==> src/rtl/symbol_aligner_pkg.sv <==
`default_nettype none
// ============================================================================
// Module   : symbol_aligner_pkg
// Purpose  : Shared PHY receive-path constants: K28.5 comma patterns in both
//            running disparities and the word-aligner state encoding. The
//            comma detector downstream uses the same comma constants.
// Revision : 1.0 - initial release
// ============================================================================
package symbol_aligner_pkg;

    // K28.5, bit 9 = 'a' (first received bit)
    localparam logic [9:0] c_COMMA_P = 10'b0011111010;  // RD-
    localparam logic [9:0] c_COMMA_N = 10'b1100000101;  // RD+

    // Aligner state encoding
    localparam int unsigned            c_STATE_W   = 2;
    localparam logic [c_STATE_W-1:0]   c_ST_HUNT   = 2'd0;
    localparam logic [c_STATE_W-1:0]   c_ST_VERIFY = 2'd1;
    localparam logic [c_STATE_W-1:0]   c_ST_LOCKED = 2'd2;

    // True when a 10-bit window holds either disparity of K28.5
    function automatic logic is_comma(input logic [9:0] win);
        return (win == c_COMMA_P) || (win == c_COMMA_N);
    endfunction

endpackage
`default_nettype wire

==> src/rtl/symbol_aligner.sv <==
`default_nettype none
// ============================================================================
// Module   : symbol_aligner
// Purpose  : Serial-to-symbol word aligner on the recovered bit clock. Slides
//            a 10-bit window over the bit stream, hunts for K28.5 commas,
//            locks after LOCK_COMMAS commas on one boundary and then emits
//            framed 10-bit symbols with a one-cycle strobe every 10 bits.
//            Lock is lost on LOSS_COMMAS consecutive misaligned commas; a
//            candidate boundary is dropped after MAX_GAP comma-less symbols.
// Ports    : clk           - recovered bit clock
//            rst           - synchronous active-high reset
//            serial_in     - received bit, first bit of a symbol is 'a'
//            symbol_out    - aligned symbol, bit 9 = 'a', bit 0 = 'j'
//            symbol_valid  - one-cycle strobe, LOCKED only
//            locked        - high while in LOCKED
//            comma_aligned - comma seen on a boundary while LOCKED
//            realign       - boundary was moved by a candidate comma
// Revision : 1.0 - initial release
// ============================================================================
module symbol_aligner
    import symbol_aligner_pkg::*;
#(
    parameter int LOCK_COMMAS = 3,
    parameter int LOSS_COMMAS = 4,
    parameter int MAX_GAP     = 64
) (
    input  logic       clk,
    input  logic       rst,
    input  logic       serial_in,
    output logic [9:0] symbol_out,
    output logic       symbol_valid,
    output logic       locked,
    output logic       comma_aligned,
    output logic       realign
);

    localparam int c_GOOD_W = $clog2(LOCK_COMMAS + 1);
    localparam int c_MISS_W = $clog2(LOSS_COMMAS + 1);
    localparam int c_GAP_W  = $clog2(MAX_GAP + 1);

    localparam logic [c_GOOD_W-1:0] c_GOOD_ONE  = c_GOOD_W'(1);
    localparam logic [c_GOOD_W-1:0] c_GOOD_MAX  = c_GOOD_W'(LOCK_COMMAS);
    localparam logic [c_GOOD_W-1:0] c_GOOD_LAST = c_GOOD_W'(LOCK_COMMAS - 1);
    localparam logic [c_MISS_W-1:0] c_MISS_MAX  = c_MISS_W'(LOSS_COMMAS);
    localparam logic [c_MISS_W-1:0] c_MISS_LAST = c_MISS_W'(LOSS_COMMAS - 1);
    localparam logic [c_GAP_W-1:0]  c_GAP_MAX   = c_GAP_W'(MAX_GAP);
    localparam logic [c_GAP_W-1:0]  c_GAP_LAST  = c_GAP_W'(MAX_GAP - 1);

    // Registered state
    logic [9:0]           r_sh;
    logic [3:0]           r_bit_cnt;
    logic [c_GOOD_W-1:0]  r_good_cnt;
    logic [c_MISS_W-1:0]  r_miss_cnt;
    logic [c_GAP_W-1:0]   r_gap_cnt;
    logic [c_STATE_W-1:0] r_state;
    logic [9:0]           r_symbol_out;
    logic                 r_symbol_valid;
    logic                 r_locked;
    logic                 r_comma_aligned;
    logic                 r_realign;

    // Next-state values
    logic [3:0]           w_bit_cnt_nxt;
    logic [c_GOOD_W-1:0]  w_good_nxt;
    logic [c_MISS_W-1:0]  w_miss_nxt;
    logic [c_GAP_W-1:0]   w_gap_nxt;
    logic [c_STATE_W-1:0] w_state_nxt;
    logic [9:0]           w_sym_nxt;
    logic                 w_valid_nxt;
    logic                 w_aligned_nxt;
    logic                 w_realign_nxt;

    logic w_match;
    logic w_boundary;

    // Comparator works on the registered window, so a comma whose last bit
    // was sampled at edge k is acted on at edge k+1.
    assign w_match    = is_comma(r_sh);
    assign w_boundary = (r_bit_cnt == 4'd9);

    always_comb begin
        w_state_nxt   = r_state;
        w_bit_cnt_nxt = w_boundary ? 4'd0 : (r_bit_cnt + 4'd1);
        w_good_nxt    = r_good_cnt;
        w_miss_nxt    = r_miss_cnt;
        w_gap_nxt     = r_gap_cnt;
        w_sym_nxt     = r_symbol_out;
        w_valid_nxt   = 1'b0;
        w_aligned_nxt = 1'b0;
        w_realign_nxt = 1'b0;

        case (r_state)
            c_ST_HUNT: begin
                if (w_match) begin
                    // Forcing bit_cnt to 0 here makes the comma cycle itself
                    // a boundary: the next boundary lands 10 bits later.
                    w_bit_cnt_nxt = 4'd0;
                    w_good_nxt    = c_GOOD_ONE;
                    w_gap_nxt     = '0;
                    w_realign_nxt = 1'b1;
                    if (LOCK_COMMAS == 1) begin
                        w_state_nxt = c_ST_LOCKED;
                        w_miss_nxt  = '0;
                        w_sym_nxt   = r_sh;
                        w_valid_nxt = 1'b1;
                    end else begin
                        w_state_nxt = c_ST_VERIFY;
                    end
                end
            end

            c_ST_VERIFY: begin
                if (w_match && w_boundary) begin
                    w_gap_nxt  = '0;
                    w_good_nxt = (r_good_cnt == c_GOOD_MAX) ? r_good_cnt
                                                            : (r_good_cnt + c_GOOD_ONE);
                    if (r_good_cnt == c_GOOD_LAST) begin
                        // The locking comma is also the first emitted symbol
                        w_state_nxt = c_ST_LOCKED;
                        w_miss_nxt  = '0;
                        w_sym_nxt   = r_sh;
                        w_valid_nxt = 1'b1;
                    end
                end else if (w_match) begin
                    // Comma off the candidate boundary: it becomes the new one
                    w_bit_cnt_nxt = 4'd0;
                    w_good_nxt    = c_GOOD_ONE;
                    w_gap_nxt     = '0;
                    w_realign_nxt = 1'b1;
                end else if (w_boundary) begin
                    if (r_gap_cnt == c_GAP_LAST) begin
                        w_state_nxt = c_ST_HUNT;
                        w_gap_nxt   = '0;
                        w_good_nxt  = '0;
                    end else if (r_gap_cnt != c_GAP_MAX) begin
                        w_gap_nxt = r_gap_cnt + c_GAP_W'(1);
                    end
                end
            end

            c_ST_LOCKED: begin
                if (w_boundary) begin
                    w_sym_nxt   = r_sh;
                    w_valid_nxt = 1'b1;
                end
                if (w_match && w_boundary) begin
                    w_aligned_nxt = 1'b1;
                    w_miss_nxt    = '0;
                end else if (w_match) begin
                    if (r_miss_cnt == c_MISS_LAST) begin
                        // Too many slipped commas: adopt this one as candidate
                        w_state_nxt   = c_ST_VERIFY;
                        w_bit_cnt_nxt = 4'd0;
                        w_good_nxt    = c_GOOD_ONE;
                        w_gap_nxt     = '0;
                        w_miss_nxt    = '0;
                        w_realign_nxt = 1'b1;
                    end else if (r_miss_cnt != c_MISS_MAX) begin
                        w_miss_nxt = r_miss_cnt + c_MISS_W'(1);
                    end
                end
            end

            default: begin
                w_state_nxt = c_ST_HUNT;
            end
        endcase
    end

    always_ff @(posedge clk) begin
        if (rst) begin
            r_sh            <= '0;
            r_bit_cnt       <= '0;
            r_good_cnt      <= '0;
            r_miss_cnt      <= '0;
            r_gap_cnt       <= '0;
            r_state         <= c_ST_HUNT;
            r_symbol_out    <= '0;
            r_symbol_valid  <= 1'b0;
            r_locked        <= 1'b0;
            r_comma_aligned <= 1'b0;
            r_realign       <= 1'b0;
        end else begin
            r_sh            <= {r_sh[8:0], serial_in};
            r_bit_cnt       <= w_bit_cnt_nxt;
            r_good_cnt      <= w_good_nxt;
            r_miss_cnt      <= w_miss_nxt;
            r_gap_cnt       <= w_gap_nxt;
            r_state         <= w_state_nxt;
            r_symbol_out    <= w_sym_nxt;
            r_symbol_valid  <= w_valid_nxt;
            r_locked        <= (w_state_nxt == c_ST_LOCKED);
            r_comma_aligned <= w_aligned_nxt;
            r_realign       <= w_realign_nxt;
        end
    end

    assign symbol_out    = r_symbol_out;
    assign symbol_valid  = r_symbol_valid;
    assign locked        = r_locked;
    assign comma_aligned = r_comma_aligned;
    assign realign       = r_realign;

endmodule
`default_nettype wire

==> config.mk <==
export PLATFORM = sky130hd
export DESIGN_NAME = symbol_aligner
export DESIGN_NICKNAME = d
export VERILOG_FILES = /design/src/rtl/symbol_aligner_pkg.sv /design/src/rtl/symbol_aligner.sv
export SDC_FILE = /design/constraint.sdc
export NUM_CORES = 1
export LEC_CHECK = 0
export CORE_ASPECT_RATIO = 1.2
export CORE_MARGIN = 4
export CORE_UTILIZATION = 40
export DETAILED_ROUTE_END_ITERATION = 10
export GPL_ROUTABILITY_DRIVEN = 0
export MAX_ROUTING_LAYER = met4
export PLACE_DENSITY = 0.65
export SYNTH_ARGS = -nofsm -noshare
export SYNTH_HDL_FRONTEND = slang
export SYNTH_SLANG_ARGS = --single-unit
==> constraint.sdc <==
create_clock -name clk -period 5.4 [get_ports clk]
set_input_delay 1.08 -clock clk [delete_from_list [all_inputs] [get_ports clk]]
set_output_delay 1.08 -clock clk [all_outputs]
set_load 0.05 [all_outputs]
Yosys cells after proc, flatten, opt, wreduce, memory -nomap -nowiden:

Cells that the tools add are included.

* word-level logic and storage cells: 110
* register bits after elaboration: 42
* bits of input ports: 3
* output and inout bits: 14

* add/subtract/negate cells: 4
* muxes and demuxes: 59
* bitwise logic cells: 1
* reduce and logical (&&, ||, !) cells: 10
* eq/ne operators: 25

Operator list (number)
* 7-bit 2-to-1 mux: 9
* 2-bit 2-to-1 mux: 18
* 10-bit 2-to-1 mux: 3
* 4-bit 2-to-1 mux: 6
* 7-bit case mux with 3 select lines: 1
* 10-bit case mux with 2 select lines: 1
* 3-bit 2-to-1 mux: 6
* 2-bit != test (second input constant): 7
* 4-bit != test (second input constant): 3
* 2-bit case mux with 3 select lines: 2
* 4-bit case mux with 3 select lines: 1
* 10-bit equality test (second input constant): 1
* 10-bit by 8-bit equality test with 1-bit output (second input constant): 1
* 1-bit 2-to-1 mux: 9
* 3-bit != test (second input constant): 3
* 2-bit equality test (second input constant): 4
* 8-bit AND reduction: 1
* 7-bit by 1-bit adder with 7-bit output (second input constant): 1
* 7-bit by 6-bit equality test with 1-bit output (second input constant): 1
* 7-bit != test (second input constant): 1
* 7-bit AND reduction: 1
* 3-bit case mux with 2 select lines: 1
* 5-bit != test (second input constant): 1
* 5-bit AND reduction: 1
* 16 further kinds: 16

Longest topological paths before layout:

Gate-level depths: netlist (run 1).

* depth in word-level cells: 7
* mapped depth: 9
* mapped depth without buffers: 8

Least setup slack after synthesis (run 1):

OpenSTA, ideal clock, no wires.

* path kind: reg2reg
* start point: register r_state[0]
* end point: register r_gap_cnt[5]
* cell stages (with the launch flop): 8
* clock period less this slack: 1.942 ns
* arrival time: 1.872 ns
* path buffers: 0
* library setup time: 0.070 ns
* data required time: 5.330 ns
* path slack: 3.458 ns
* cells stage by stage: dfxtp_1 > inv_1 > ha_1 > nor2_1 > and3_1 > mux2i_2 > or4_1 > a21oi_1

* longest elaborated chain between the ends: 3
* elaborated cells on any way between the ends: 12
* classes of those cells: eq/ne: 8; mux: 1; reduce/logical: 3

RTL lines
* start: declaration: line symbol_aligner.sv:55 `logic [c_STATE_W-1:0] r_state;`
* start signal: assignment: line symbol_aligner.sv:177 `r_state <= c_ST_HUNT;`
* start signal: assignment: line symbol_aligner.sv:189 `r_state <= w_state_nxt;`
* 2-bit by 1-bit equality test with 1-bit output (tied with other cells): line symbol_aligner.sv:92 `case (r_state)`
* 5-bit != test (no line) (tied with other cells)
* 7-bit AND reduction (no line)
* end signal: assignment: line symbol_aligner.sv:188 `r_gap_cnt <= w_gap_nxt;`
* end: declaration: line symbol_aligner.sv:54 `logic [c_GAP_W-1:0] r_gap_cnt;`

Several ways; a longest one is shown, not always the timed one.
A chain may end at the register's enable or synchronous reset.

Worst setup path in the final report (run 1):

* start point: register r_symbol_out[9] (netlist: symbol_out[9])
* end point: output port symbol_out[9]

RTL lines
* start: declaration: line symbol_aligner.sv:56 `logic [9:0] r_symbol_out;`
* start signal: assignment: line symbol_aligner.sv:190 `r_symbol_out <= w_sym_nxt;`
* end: declaration: line symbol_aligner.sv:30 `output logic [9:0] symbol_out,`

No word-level cell between the ends.

==> impl_metrics.csv, run 1 <==
group,metric,value,unit
run_status,status,"completed",
routing,vias,1567,
routing,drcViolationCount,0,
synthesis,synthTopCellsByArea,"dfxtp_1 (42%), ha_1 (8.1%), mux2i_1 (5.0%)",
synthesis,seq_area_frac_synth,0.418,
floorplanning,die_width,72.8,um
final_layout,drive_gt1_frac,0.0769,
sta,tns,0,ps
final_layout,syn2layout_area_growth,15.6,%
power_and_ir_drop,pwr-share-seq,0.578,
grt,grt_pass1_vias,1520,
final_layout,n_antenna_cell,0,
power_and_ir_drop,clkPwrFrac,0.398,
routing,wl,3860,um
power_and_ir_drop,p_total,0.546,mW
routing,wire_per_inst,13.1,um
final_layout,ff_latch_area,841,um^2
grt,antenna_found_initial,0,
synthesis,netlist_top_cells_count,"dfxtp_1 (42), nor2_1 (25), a21oi_1 (16), nor2b_1 (14), ha_1 (13)",
sta,worst_pin_slew,553,ps
floorplanning,core_area,0.00490,mm^2
grt,grt_pass1_wl,6900,um
clock_network,cts-buffers-inserted,5,
power_and_ir_drop,switching_power,0.122,mW
sta,finalClockSkew,6.69,ps
setup_path,arrival,1440,ps
sta,min_period_over_period,0.467,
grt,grt.overflow.total,0,
setup_path,crit_chain,"clkdlybuf4s50_1",
routing,drtIter0Drc,46,
synthesis,synth_cell_types,49,
synthesis,netlist_instances,215,
setup_path,critPathTopFamily,"buffers and inverters",
synthesis,synth_fp_nets,231,
routing,firstDrtPassIters,4,
power_and_ir_drop,comb_power_share,0.024,
synthesis,synth_edf_count,0,
setup_path,crit_slowest_cell,"clkdlybuf4s50_1",
setup_path,critPathMaxStageDelay,800,ps
routing,vias_per_cell,5.33,
synthesis,async_flop_share,0,
power_and_ir_drop,cellLeakagePower,1.04,nW
grt,grt_usage,0.142,
setup_path,cp-end-kind,"output pin",
clock_network,hold_buffers,0,
clock_network,cts_resized,0,
setup_path,worst-setup-path-type,"flop to output pin",
setup_path,required,4320,ps
floorplanning,die_h,85.7,um
clock_network,insertion_delay,300,ps
sta,hold_viol_final,0,
floorplanning,initial_core_util,0.410,
job,cap_violations,0,
clock_network,cts_buffer_depth,2,
synthesis,ys_ff_latch,42,
clock_network,h-tree-depth,2,
synthesis,yosys_warnings,0,
clock_network,root_buffer,"clkbuf_8",
clock_network,cts_setup_buffers,0,
min_path,hp-class,"flop to flop",
final_layout,layout.nets,249,
setup_path,cp_max_fo,2,
power_and_ir_drop,swShare,0.224,
clock_network,clock-sinks,42,
clock_network,cts_tree,"done",
placement,port_buffers,16,
power_and_ir_drop,peakVddDrop,0.000207,V
sta,rsz0062_at_grt,"false",
floorplanning,placementRows,28,
power_and_ir_drop,internal-power,0.423,mW
sta,maxSlewHeadroom,0.628,
sta,fmax,396,MHz
final_layout,fill_cells,485,
sta,drv_slew,0,
power_and_ir_drop,p_per_area,234,mW/mm^2
synthesis,synth_area,0.00201,mm^2
grt,grt_max_degree,32,
setup_path,start_kind,"flop",
synthesis,yosys.area.top_type_share,0.418,
clock_network,path_clk_slew,80,ps
synthesis,syn-mean-instance-area,9.36,um^2
synthesis,synthFlopType,"dfxtp_1",
routing,antenna_left,0,
sta,period_needed,2520,ps
setup_path,path_buf_inv,1,
floorplanning,io_pins,17,
floorplanning,die-area,0.00624,mm^2
synthesis,synth.largest_area_cell,"dfxtp_1",
placement,place_hpwl,2820,um
final_layout,multiInputGateArea,0.00109,mm^2
sta,finalSetupViolations,0,
synthesis,yosysMostFrequentCell,"dfxtp_1",
-- worst paths after layout --
| check | cells past startpoint | slack [ps] | end | start |
|---|---|---|---|---|
| setup / recovery | 1 | 2880 | symbol_out[9] | symbol_out[9]$_SDFFE_PP0P_ |
| hold / removal | 1 | 470 | r_bit_cnt[0]$_SDFF_PP0_ | r_bit_cnt[0]$_SDFF_PP0_ |
| setup reg to reg | 7 | 3040 | r_gap_cnt[5]$_SDFFE_PP0P_ | r_state[0]$_SDFF_PP0_ |
| hold reg to reg | 1 | 470 | r_bit_cnt[0]$_SDFF_PP0_ | r_bit_cnt[0]$_SDFF_PP0_ |
-- power by group through the flow --
| stage | Clock [mW] | Sequential, mW | Combinational, mW |
|---|---|---|---|
| after CTS | 0.226 | 0.316 | 0.0135 |
| after detailed placement | 0 | 0.323 | 0.0135 |
| after floorplan | 0 | 0.322 | 0.00937 |
| after global routing | 0.242 | 0.316 | 0.0146 |
| after global placement | 0 | 0.323 | 0.0128 |
| final | 0.217 | 0.315 | 0.0132 |
-- registers in the layout (all words and copies together) (netlist names) --
register,count
comma_aligned,1
locked,1
r_bit_cnt,4
r_gap_cnt,7
r_good_cnt,2
r_miss_cnt,3
r_sh,10
r_state,2
realign,1
symbol_out,10
symbol_valid,1
-- stage by stage --
stage                util  std cells  cell area [um^2]  hold WS (ps)  worst slack (ps)
global route        0.474        294              2330           499              2790
CTS                 0.474        294              2330           482              2860
finish              0.474        294              2330           474              2880
detailed placement  0.454        286              2230           463              2970
global placement    0.454        286              2230           450              3000
floorplan               -        215              2010           434              3460
-- cells by family after synthesis --
family / count (synthesis) / synth area share
simple gates: 83 / 0.257
compound gates: 44 / 0.135
flops: 42 / 0.418
buf+inv: 19 / 0.0398
fa+ha+maj: 13 / 0.0808
mux: 11 / 0.0566
xor+xnor: 3 / 0.0131
-- metal layers --
metal	GRT usage	wire length, um
met2	0.232	1900
met5	-	0
met1	0.162	1710
met3	0.0399	166
met4	0.0587	82
-- cell usage in the layout (no fill, tap or decap), drive strengths merged, types with 2 or more instances in the layout --
cell           netlist  final
clkbuf               5      6
xnor2                2      2
nor4                 2      2
a31oi                4      4
nand3                6      6
buf                  2      2
nand4                2      2
nand4b               2      2
clkdlybuf4s50        0     16
o21ai               11     11
a311oi               2      2
ha                  13     13
nor2                25     25
inv                 12     13
a21boi               2      2
nand2               12     12
mux2i               11     11
and2                 2      2
nor2b               14     14
nor4b                2      2
nand3b               2      2
dfxtp               42     42
or4                  2      2
a21oi               16     16
and4bb               2      2
and3                 4      4
-- worst reg2reg max path: stages (launching register included) --
cell     delay [ps]
dfxtp_1         390
inv_1            90
ha_1            310
nor2_1          400
and3_1          280
mux2i_2         170
or4_1           510
a21oi_1         150
-- final cells by class --
type                            instances  area share
Timing Repair Buffer                   18      0.0753
Tap cell                               60      0.0323
Multi-Input combinational cell        154       0.469
Clock buffer                            6      0.0355
Inverter                               12      0.0194
Clock inverter                          2     0.00699
Sequential cell                        42       0.361
Note: power is estimated with default switching activity, not from simulation.
==> run 2, diff against run 1 <==
- clock period: 5.4 -> 2.5 ns (I/O delays scaled with it)
==> impl_metrics.csv, run 2 (synthesis gave the netlist of run 1 again) <==
group,metric,value,unit
run_status,status,"completed",
clock_network,cts_resized,0,
placement,place_area,0.00225,mm^2
placement,port_buffers,16,
sta,finalSetupViolations,0,
final_layout,drive_gt1_frac,0.0844,
power_and_ir_drop,p_total,1.24,mW
clock_network,hold_buffers,0,
sta,hold_viol_final,0,
setup_path,reg2reg_depth,7,
floorplanning,die_h,85.7,um
sta,tns,0,ps
clock_network,cts_setup_buffers,0,
routing,wl,4060,um
setup_path,cp.depth,7,
clock_network,cts_buffer_depth,2,
floorplanning,die_width,72.8,um
placement,place_hpwl,2950,um
sta,maxSlewHeadroom,0.214,
sta,drv_slew,0,
floorplanning,die-area,0.00624,mm^2
job,cap_violations,0,
floorplanning,core_area,0.00490,mm^2
sta,setup_ws,215,ps
sta,rsz0062_at_grt,"false",
floorplanning,io_pins,17,
grt,grt_usage,0.147,
clock_network,cts-buffers-inserted,5,
setup_path,critPathTopFamily,"compound AO/OA/AOI/OAI gates",
final_layout,finalNonFillerCells,297,
power_and_ir_drop,peakVddDrop,0.000326,V
power_and_ir_drop,cellLeakagePower,1.06,nW
clock_network,path_clk_slew,80,ps
final_layout,fill_cells,496,
sta,hold_ws,471,ps
floorplanning,initial_core_util,0.410,
clock_network,h-tree-depth,2,
setup_path,path_buf_inv,1,
grt,antenna_found_initial,0,
min_path,hp-class,"flop to flop",
final_layout,layout.nets,252,
clock_network,root_buffer,"clkbuf_8",
setup_path,cp-end-kind,"flop",
clock_network,insertion_delay,290,ps
grt,grt_max_degree,28,
routing,drcViolationCount,0,
power_and_ir_drop,p_per_area,526,mW/mm^2
setup_path,arrival,2460,ps
setup_path,required,2680,ps
sta,fmax,438,MHz
sta,worst_pin_slew,1170,ps
setup_path,critPathMaxStageDelay,910,ps
clock_network,clock-sinks,42,
routing,vias,1593,
routing,vias_per_cell,5.36,
setup_path,cp_max_fo,10,
sta,period_needed,2290,ps
final_layout,mostFrequentLayoutCells,"dfxtp_1 (42), nor2_1 (25), a21oi_1 (16), clkdlybuf4s50_1 (16), nor2b_1 (14)",
setup_path,worst-setup-path-type,"flop to flop",
clock_network,cts_tree,"done",
sta,finalClockSkew,4.57,ps
final_layout,n_antenna_cell,0,
final_layout,final_util,0.481,
routing,firstDrtPassIters,4,
placement,dpl_worst_slack,213,ps
setup_path,start_kind,"flop",
grt,grt.overflow.total,0,
setup_path,crit_chain,"inv_1 -> ha_1 -> nand2_1 -> a21oi_1 -> o21ai_1 -> mux2i_1 -> nor2_1",
min_path,hold_path_depth,1,
routing,antenna_left,0,
floorplanning,placementRows,28,
routing,wire_per_inst,13.7,um
placement,dpl.cell_count,289,
routing,drtIter0Drc,116,
grt,grt_pass1_vias,1551,
final_layout,final_area,0.00236,mm^2
sta,min_period_over_period,0.914,
setup_path,crit_slowest_cell,"o21ai_1",
final_layout,syn2layout_area_growth,17.3,%
grt,grt_pass1_wl,7160,um
final_layout,final_common_cell,"dfxtp_1",
==> run 2: cell types whose count changed in the layout (fill, tap and decap cells not counted), sizes merged <==
cell    delta
buf        +3
bufinv     +1
inv        -1
==> run 2: report_power, final <==
part           switching (mW)  leakage (nW)  total (mW)  internal, mW
clock                   0.233        0.0514       0.531         0.298
combinational          0.0167         0.668      0.0287        0.0120
sequential            0.00658         0.339       0.682         0.675
==> run 2: cell type report <==
cell class	instances	area, um^2	share of cell area
clock buffer	6	72.6	0.0307
clock inverter	2	37.5	0.0159
inverter	12	45.0	0.0191
multi-input combinational	154	1090	0.463
sequential	42	841	0.356
tap	60	75.1	0.0318
timing repair buffer	21	198	0.0837
==> run 2: routing by layer <==
layer  GRT usage  part of all wire
met1       0.178              0.46
met2       0.237              0.48
met3      0.0293             0.032
met4      0.0570             0.021
met5           -                 0
==> run 2: final timing paths <==
| kind | from | end | slack, ps |
|---|---|---|---|
| max reg2reg | r_state[1]$_SDFF_PP0_ | symbol_out[1]$_SDFFE_PP0P_ | 210 |
| min | r_bit_cnt[0]$_SDFF_PP0_ | r_bit_cnt[0]$_SDFF_PP0_ | 470 |
| max | r_state[1]$_SDFF_PP0_ | symbol_out[1]$_SDFFE_PP0P_ | 210 |
| min reg2reg | r_bit_cnt[0]$_SDFF_PP0_ | r_bit_cnt[0]$_SDFF_PP0_ | 470 |
